## src/rtl/axi_vga_pkg.sv

```systemverilog
// Shared types for the VGA frame sequencer: sequencer states and drain targets.
package axi_vga_pkg;

  typedef enum logic [1:0] {
    FC_OFF   = 2'd0,
    FC_RUN   = 2'd1,
    FC_DRAIN = 2'd2
  } frame_ctrl_state_e;

  typedef enum logic {
    DT_OFF  = 1'b0,
    DT_SWAP = 1'b1
  } drain_target_e;

endpackage

```

## src/rtl/axi_vga_ot_cnt.sv

```systemverilog
// Saturating outstanding AR-burst counter with a zero flag, plus its checker.
module axi_vga_ot_cnt_chk #(
  parameter int unsigned MaxOutstanding = 8
) (
  input logic                                   clk_i,
  input logic                                   rst_i,
  input logic                                   inc_i,
  input logic                                   dec_i,
  input logic [$clog2(MaxOutstanding+1)-1:0]    cnt_i
);
  localparam int unsigned CntW = $clog2(MaxOutstanding + 1);
  localparam logic [CntW-1:0] CntMax = CntW'(MaxOutstanding);

  underflow_a: assert property (@(posedge clk_i) disable iff (rst_i)
    !(dec_i && !inc_i && (cnt_i == '0)));
  overflow_a: assert property (@(posedge clk_i) disable iff (rst_i)
    !(inc_i && !dec_i && (cnt_i == CntMax)));
endmodule

module axi_vga_ot_cnt #(
  parameter int unsigned MaxOutstanding = 8
) (
  input  logic clk_i,
  input  logic rst_i,
  input  logic inc_i,
  input  logic dec_i,
  output logic zero_o
);
  localparam int unsigned CntW = $clog2(MaxOutstanding + 1);
  localparam logic [CntW-1:0] CntMax = CntW'(MaxOutstanding);

  logic [CntW-1:0] cnt_q, cnt_d;

  // Illegal steps hold the count; the checker flags them.
  always_comb begin
    cnt_d = cnt_q;
    if (inc_i && !dec_i && (cnt_q != CntMax)) begin
      cnt_d = cnt_q + CntW'(1);
    end else if (dec_i && !inc_i && (cnt_q != '0)) begin
      cnt_d = cnt_q - CntW'(1);
    end else begin
      cnt_d = cnt_q;
    end
  end

  always_ff @(posedge clk_i) begin
    if (rst_i) cnt_q <= '0;
    else       cnt_q <= cnt_d;
  end

  assign zero_o = (cnt_q == '0);

  axi_vga_ot_cnt_chk #(.MaxOutstanding(MaxOutstanding)) u_chk (
    .clk_i (clk_i),
    .rst_i (rst_i),
    .inc_i (inc_i),
    .dec_i (dec_i),
    .cnt_i (cnt_q)
  );
endmodule

```

## src/rtl/axi_vga_frame_ctrl.sv

```systemverilog
// Frame sequencer: owns the pixel fetcher's enable and configuration, performs
// tear-free buffer swaps at frame boundaries and drains AXI bursts before restarts.
module axi_vga_frame_ctrl
  import axi_vga_pkg::*;
#(
  parameter int unsigned AddrWidth      = 64,
  parameter int unsigned MaxOutstanding = 8,
  parameter int unsigned MinOffCycles   = 2
) (
  input  logic                 clk_i,
  input  logic                 rst_i,
  input  logic                 cfg_enable_i,
  input  logic [AddrWidth-1:0] cfg_base_addr_i,
  input  logic [31:0]          cfg_frame_size_i,
  input  logic [7:0]           cfg_burst_len_i,
  input  logic                 swap_valid_i,
  output logic                 swap_ready_o,
  input  logic [AddrWidth-1:0] swap_addr_i,
  input  logic                 frame_end_i,
  input  logic                 ar_hs_i,
  input  logic                 r_last_hs_i,
  output logic                 fetch_enable_o,
  output logic [AddrWidth-1:0] fetch_start_addr_o,
  output logic [31:0]          fetch_frame_size_o,
  output logic [7:0]           fetch_burst_len_o,
  output logic                 swap_done_o,
  output logic [31:0]          frame_cnt_o
);
  localparam int unsigned OffW = $clog2(MinOffCycles + 1);
  localparam logic [OffW-1:0] OffLast = OffW'(MinOffCycles - 1);

  frame_ctrl_state_e    state_q, state_d;
  drain_target_e        target_q, target_d;
  logic [OffW-1:0]      off_cnt_q, off_cnt_d;
  logic                 pend_vld_q, pend_vld_d;
  logic [AddrWidth-1:0] pend_addr_q, pend_addr_d;
  logic                 en_q, en_d;
  logic [AddrWidth-1:0] addr_q, addr_d;
  logic [31:0]          size_q, size_d;
  logic [7:0]           burst_q, burst_d;
  logic                 done_q, done_d;
  logic [31:0]          frame_cnt_q, frame_cnt_d;
  logic                 ot_zero;

  axi_vga_ot_cnt #(.MaxOutstanding(MaxOutstanding)) u_ot_cnt (
    .clk_i  (clk_i),
    .rst_i  (rst_i),
    .inc_i  (ar_hs_i),
    .dec_i  (r_last_hs_i),
    .zero_o (ot_zero)
  );

  // Next-state, pending-slot and registered fetcher configuration.
  always_comb begin
    state_d     = state_q;
    target_d    = target_q;
    off_cnt_d   = off_cnt_q;
    pend_vld_d  = pend_vld_q;
    pend_addr_d = pend_addr_q;
    en_d        = en_q;
    addr_d      = addr_q;
    size_d      = size_q;
    burst_d     = burst_q;
    done_d      = 1'b0;
    frame_cnt_d = frame_cnt_q;

    if (swap_valid_i && !pend_vld_q) begin
      pend_vld_d  = 1'b1;
      pend_addr_d = swap_addr_i;
    end else begin
      pend_addr_d = pend_addr_q;
    end

    case (state_q)
      FC_OFF: begin
        en_d    = 1'b0;
        addr_d  = cfg_base_addr_i;
        size_d  = cfg_frame_size_i;
        burst_d = cfg_burst_len_i;
        if (cfg_enable_i && ot_zero) begin
          state_d = FC_RUN;
          en_d    = 1'b1;
        end else begin
          state_d = FC_OFF;
        end
      end
      FC_RUN: begin
        en_d = 1'b1;
        if (frame_end_i) frame_cnt_d = frame_cnt_q + 32'd1;
        else             frame_cnt_d = frame_cnt_q;
        // Disable wins over a swap landing on the same boundary.
        if (!cfg_enable_i) begin
          state_d   = FC_DRAIN;
          target_d  = DT_OFF;
          off_cnt_d = '0;
          en_d      = 1'b0;
        end else if (frame_end_i && pend_vld_q) begin
          state_d    = FC_DRAIN;
          target_d   = DT_SWAP;
          off_cnt_d  = '0;
          en_d       = 1'b0;
          addr_d     = pend_addr_q;
          pend_vld_d = 1'b0;
          size_d     = cfg_frame_size_i;
          burst_d    = cfg_burst_len_i;
        end else begin
          state_d = FC_RUN;
        end
      end
      FC_DRAIN: begin
        en_d = 1'b0;
        if ((off_cnt_q >= OffLast) && ot_zero) begin
          if ((target_q == DT_SWAP) && cfg_enable_i) begin
            state_d = FC_RUN;
            en_d    = 1'b1;
            done_d  = 1'b1;
          end else begin
            state_d = FC_OFF;
          end
        end else if (off_cnt_q < OffLast) begin
          off_cnt_d = off_cnt_q + OffW'(1);
        end else begin
          off_cnt_d = off_cnt_q;
        end
      end
      default: begin
        state_d = FC_OFF;
        en_d    = 1'b0;
      end
    endcase
  end

  always_ff @(posedge clk_i) begin
    if (rst_i) begin
      state_q     <= FC_OFF;
      target_q    <= DT_OFF;
      off_cnt_q   <= '0;
      pend_vld_q  <= 1'b0;
      pend_addr_q <= '0;
      en_q        <= 1'b0;
      addr_q      <= '0;
      size_q      <= 32'd0;
      burst_q     <= 8'd0;
      done_q      <= 1'b0;
      frame_cnt_q <= 32'd0;
    end else begin
      state_q     <= state_d;
      target_q    <= target_d;
      off_cnt_q   <= off_cnt_d;
      pend_vld_q  <= pend_vld_d;
      pend_addr_q <= pend_addr_d;
      en_q        <= en_d;
      addr_q      <= addr_d;
      size_q      <= size_d;
      burst_q     <= burst_d;
      done_q      <= done_d;
      frame_cnt_q <= frame_cnt_d;
    end
  end

  assign swap_ready_o       = !pend_vld_q;
  assign fetch_enable_o     = en_q;
  assign fetch_start_addr_o = addr_q;
  assign fetch_frame_size_o = size_q;
  assign fetch_burst_len_o  = burst_q;
  assign swap_done_o        = done_q;
  assign frame_cnt_o        = frame_cnt_q;
endmodule

```

## config.mk

```make
export PLATFORM = sky130hd
export DESIGN_NAME = axi_vga_frame_ctrl
export DESIGN_NICKNAME = d
export VERILOG_FILES = /design/src/rtl/axi_vga_pkg.sv /design/src/rtl/axi_vga_ot_cnt.sv /design/src/rtl/axi_vga_frame_ctrl.sv
export SDC_FILE = /design/constraint.sdc
export NUM_CORES = 1
export LEC_CHECK = 0
export BUFFER_PORTS_ARGS = -buffer_cell sky130_fd_sc_hd__buf_2
export CAP_MARGIN = 10
export CORE_ASPECT_RATIO = 0.9
export CORE_MARGIN = 4
export CORE_UTILIZATION = 31
export CTS_CLUSTER_DIAMETER = 120
export DETAILED_ROUTE_END_ITERATION = 8
export PLACE_DENSITY = 0.55
export SETUP_SLACK_MARGIN = 0.3
export SYNTH_ARGS = -nofsm -noshare
export SYNTH_HDL_FRONTEND = slang
export SYNTH_SLANG_ARGS = --single-unit
```

## constraint.sdc

```tcl
create_clock -name clk_i -period 2.14 [get_ports clk_i]
set_input_delay 0.214 -clock clk_i [delete_from_list [all_inputs] [get_ports clk_i]]
set_output_delay 0.214 -clock clk_i [all_outputs]
set_load 0.02 [all_outputs]
```

==> flow_summary.toml <==
[setup_path]
r2r_cells = 7
cp_slowest_stage_delay_ps = 560
crit_path_cell_trace = "inv_2 -> ha_4 -> nand3_4 -> buf_4 -> or4_4 -> or4_4 -> a21oi_2"
cp-startpoint = "state_q[1]$_SDFFE_PP0P_"
r2r_start = "state_q[1]$_SDFFE_PP0P_"
cpMostUsedCell = "or4_4"
worst-endpoint-arrival_ps = 2380
startpoint_type = "flop"
worst-setup-path-type = "reg2reg"
crit_path_end_kind = "flop"
crit_required_ps = 2580
r2r_slack_ps = 200
critPathMaxFanout = 5
slowest_stage = "or4_4"

[clocking]
cts.sinks = 212
path_clk_slew_ps = 60
numCtsBuffers = 24
cts_root_buf = "clkbuf_16"
cts_tree = "yes"
worstSkewPairLatency_ps = 510
cts_max_path_buffers = 3
htreeDepth = 1

[timing]
whs_ps = 38.5
slew_violations = 0
rsz0062_at_grt = "yes"
max_freq_mhz = 515
clock_skew_ps = 8.17
worst_slack_ps = 199
slew_headroom_pct = 56.5
hold_viol_final = 0
finalCritPeriodShare_pct = 90.7
setup_viol = 0
setup_tns_ps = 0
worst_pin_slew_ps = 650
min_period_ps = 1940

[grt]
grt_pass1_vias = 8316
grt_use_total_pct = 17.2
grt_pass1_wl_mm = 43.2
overflow = 0
antenna_found_initial = 4
grt_max_degree = 65

[placement]
post-dp-hpwl_mm = 17.6
placed_cells = 1607
gp_congestion = 0.769
place_ws_ps = 129
portBuffers = 313

[min_path]
hold_class = "in2reg"
hold_start = "cfg_base_addr_i[19]"
worstHoldPathCells = 3

[yosys]
synth.distinct_cells = 49
syn-num-nets = 1182
synthArstFlopShare_pct = 0
netlist_area_um2 = 8550
synthCells = 998
synth_sequential_area_ratio_pct = 49.6
avgSynthCellArea_um2 = 8.57
yosys_warnings = 0
synth_edf_count = 0
ys_ff_latch = 212
synth-main-ff-cell = "dfxtp_1"

[floorplan]
die_h_um = 166
rows = 57
die_w_um = 183
start_util_pct = 31.6
coreArea_um2 = 27100
dieArea_um2 = 30300
ios = 314

[power]
p_leak_nw = 5.68
powerDensity_nw_per_um2 = 989
irDropWorstVdd_uv = 670
power_mw = 13.0

[status]
status = "finished clean"

[detailed_routing]
first_pass_iters = 5
via_count = 8667
totalWireLength_mm = 29.6
wl_per_cell_um = 16.5
route.antenna.remaining_nets = 0
drt_iter0_drc = 509
drc = 0
vias_per_cell = 4.83

[finish]
mostFrequentLayoutCell = "buf_2"
fillCellCount = 2632
instances_no_fill = 1796
nNetsFinal = 1605
area_growth_pct = 53.6
layout_common_cells = "313 x buf_2, 226 x nand2_1, 200 x dfxtp_1"
drive_above_1_share_pct = 31.9

[flow_run]
max-cap-violations = 0
-- per-layer routing --
| metal | routed length, um | up-vias | global-route usage, % |
|---|---|---|---|
| met5 | 7 | - | 0 |
| met2 | 13900 | 260 | 29.3 |
| met3 | 2130 | 46 | 5.15 |
| met4 | 695 | 2 | 4.20 |
| met1 | 12900 | 4024 | 21.4 |
| li1 | - | 4335 | - |
-- final timing paths --
kind,to
max,frame_cnt_o[27]$_SDFFE_PP0P_
min,fetch_start_addr_o[19]$_SDFFE_PP0P_
max reg2reg,frame_cnt_o[27]$_SDFFE_PP0P_
min reg2reg,fetch_frame_size_o[3]$_SDFFE_PP0P_
-- state kept, by name, summed over array words and instances (netlist names), 2 cells and up --
register            cells
fetch_burst_len_o       8
fetch_frame_size_o     32
fetch_start_addr_o     64
frame_cnt_o            32
off_cnt_q               2
pend_addr_q            64
state_q                 2
u_ot_cnt.cnt_q          4
-- synth_stat cells (all sizes together), types with 2 or more instances --
cell	instances	area, um2
o22ai	2	12.5
a211oi	66	495
nor2b	6	37.5
buf	20	95.1
nand2	228	856
nand4	11	68.8
and4	6	52.6
o21ai	3	15.0
or3	3	18.8
mux2	2	22.5
dfxtp	212	4240
nor4	3	18.8
nand3	11	60.1
clkbuf	58	219
inv	10	37.5
xnor2	4	35.0
o31ai	17	128
a21oi	128	641
or4	19	146
ha	8	100
nor3	4	20.0
xor2	7	61.3
mux2i	66	661
nor2	84	315
-- through the flow --
stage	cell area, um2	util, %
floorplan	8600	-
global placement	10600	39.0
detailed placement	10600	39.0
CTS	12600	46.5
global route	13100	48.4
finish	13100	48.5
-- worst max-delay path, delay by kind of cell (launching register included) --
family,cells,cell delay (ps)
AOI/OAI and AO/OA,1,120
adders and majority gates,1,150
buffers and inverters,2,230
DFF,1,330
and+or+nand+nor,3,1060
-- cell families after synthesis --
| group | Yosys count | synth area share (%) |
|---|---|---|
| compound gates | 226 | 16.1 |
| xor+xnor | 11 | 1.13 |
| fa+ha+maj | 9 | 1.40 |
| buf+inv | 88 | 4.11 |
| flops | 212 | 49.6 |
| mux | 69 | 8.25 |
| simple gates | 383 | 19.4 |
-- repair_timing --
| action | 4_1_cts | 5_1_grt |
|---|---|---|
| hold buffers | 105 | 0 |
| cloned | 5 | 14 |
| endpoints found under the hold margin | 105 | 0 |
| setup endpoints to repair | 90 | 123 |
| pin swaps | 7 | 14 |
| resized for setup | 11 | 49 |
| buffers inserted | 10 | 8 |
-- cell type report --
| class | count | area, um2 | area share [%] |
|---|---|---|---|
| clock inverter | 10 | 83.8 | 0.638 |
| clock buffer | 33 | 696 | 5.30 |
| timing repair buffer | 473 | 3400 | 25.9 |
| multi-input combinational | 700 | 4190 | 31.9 |
| antenna | 4 | 10.0 | 0.0762 |
| sequential | 212 | 4280 | 32.6 |
| tap | 354 | 443 | 3.37 |
| inverter | 10 | 37.5 | 0.286 |
-- report_power, final --
group | switching (mW) | internal (mW) | total [mW]
clock | 1.66 | 2.39 | 4.05
sequential | 0.306 | 4.49 | 4.79
combinational | 2.33 | 1.82 | 4.15
Power figures use the tool's default switching activity.
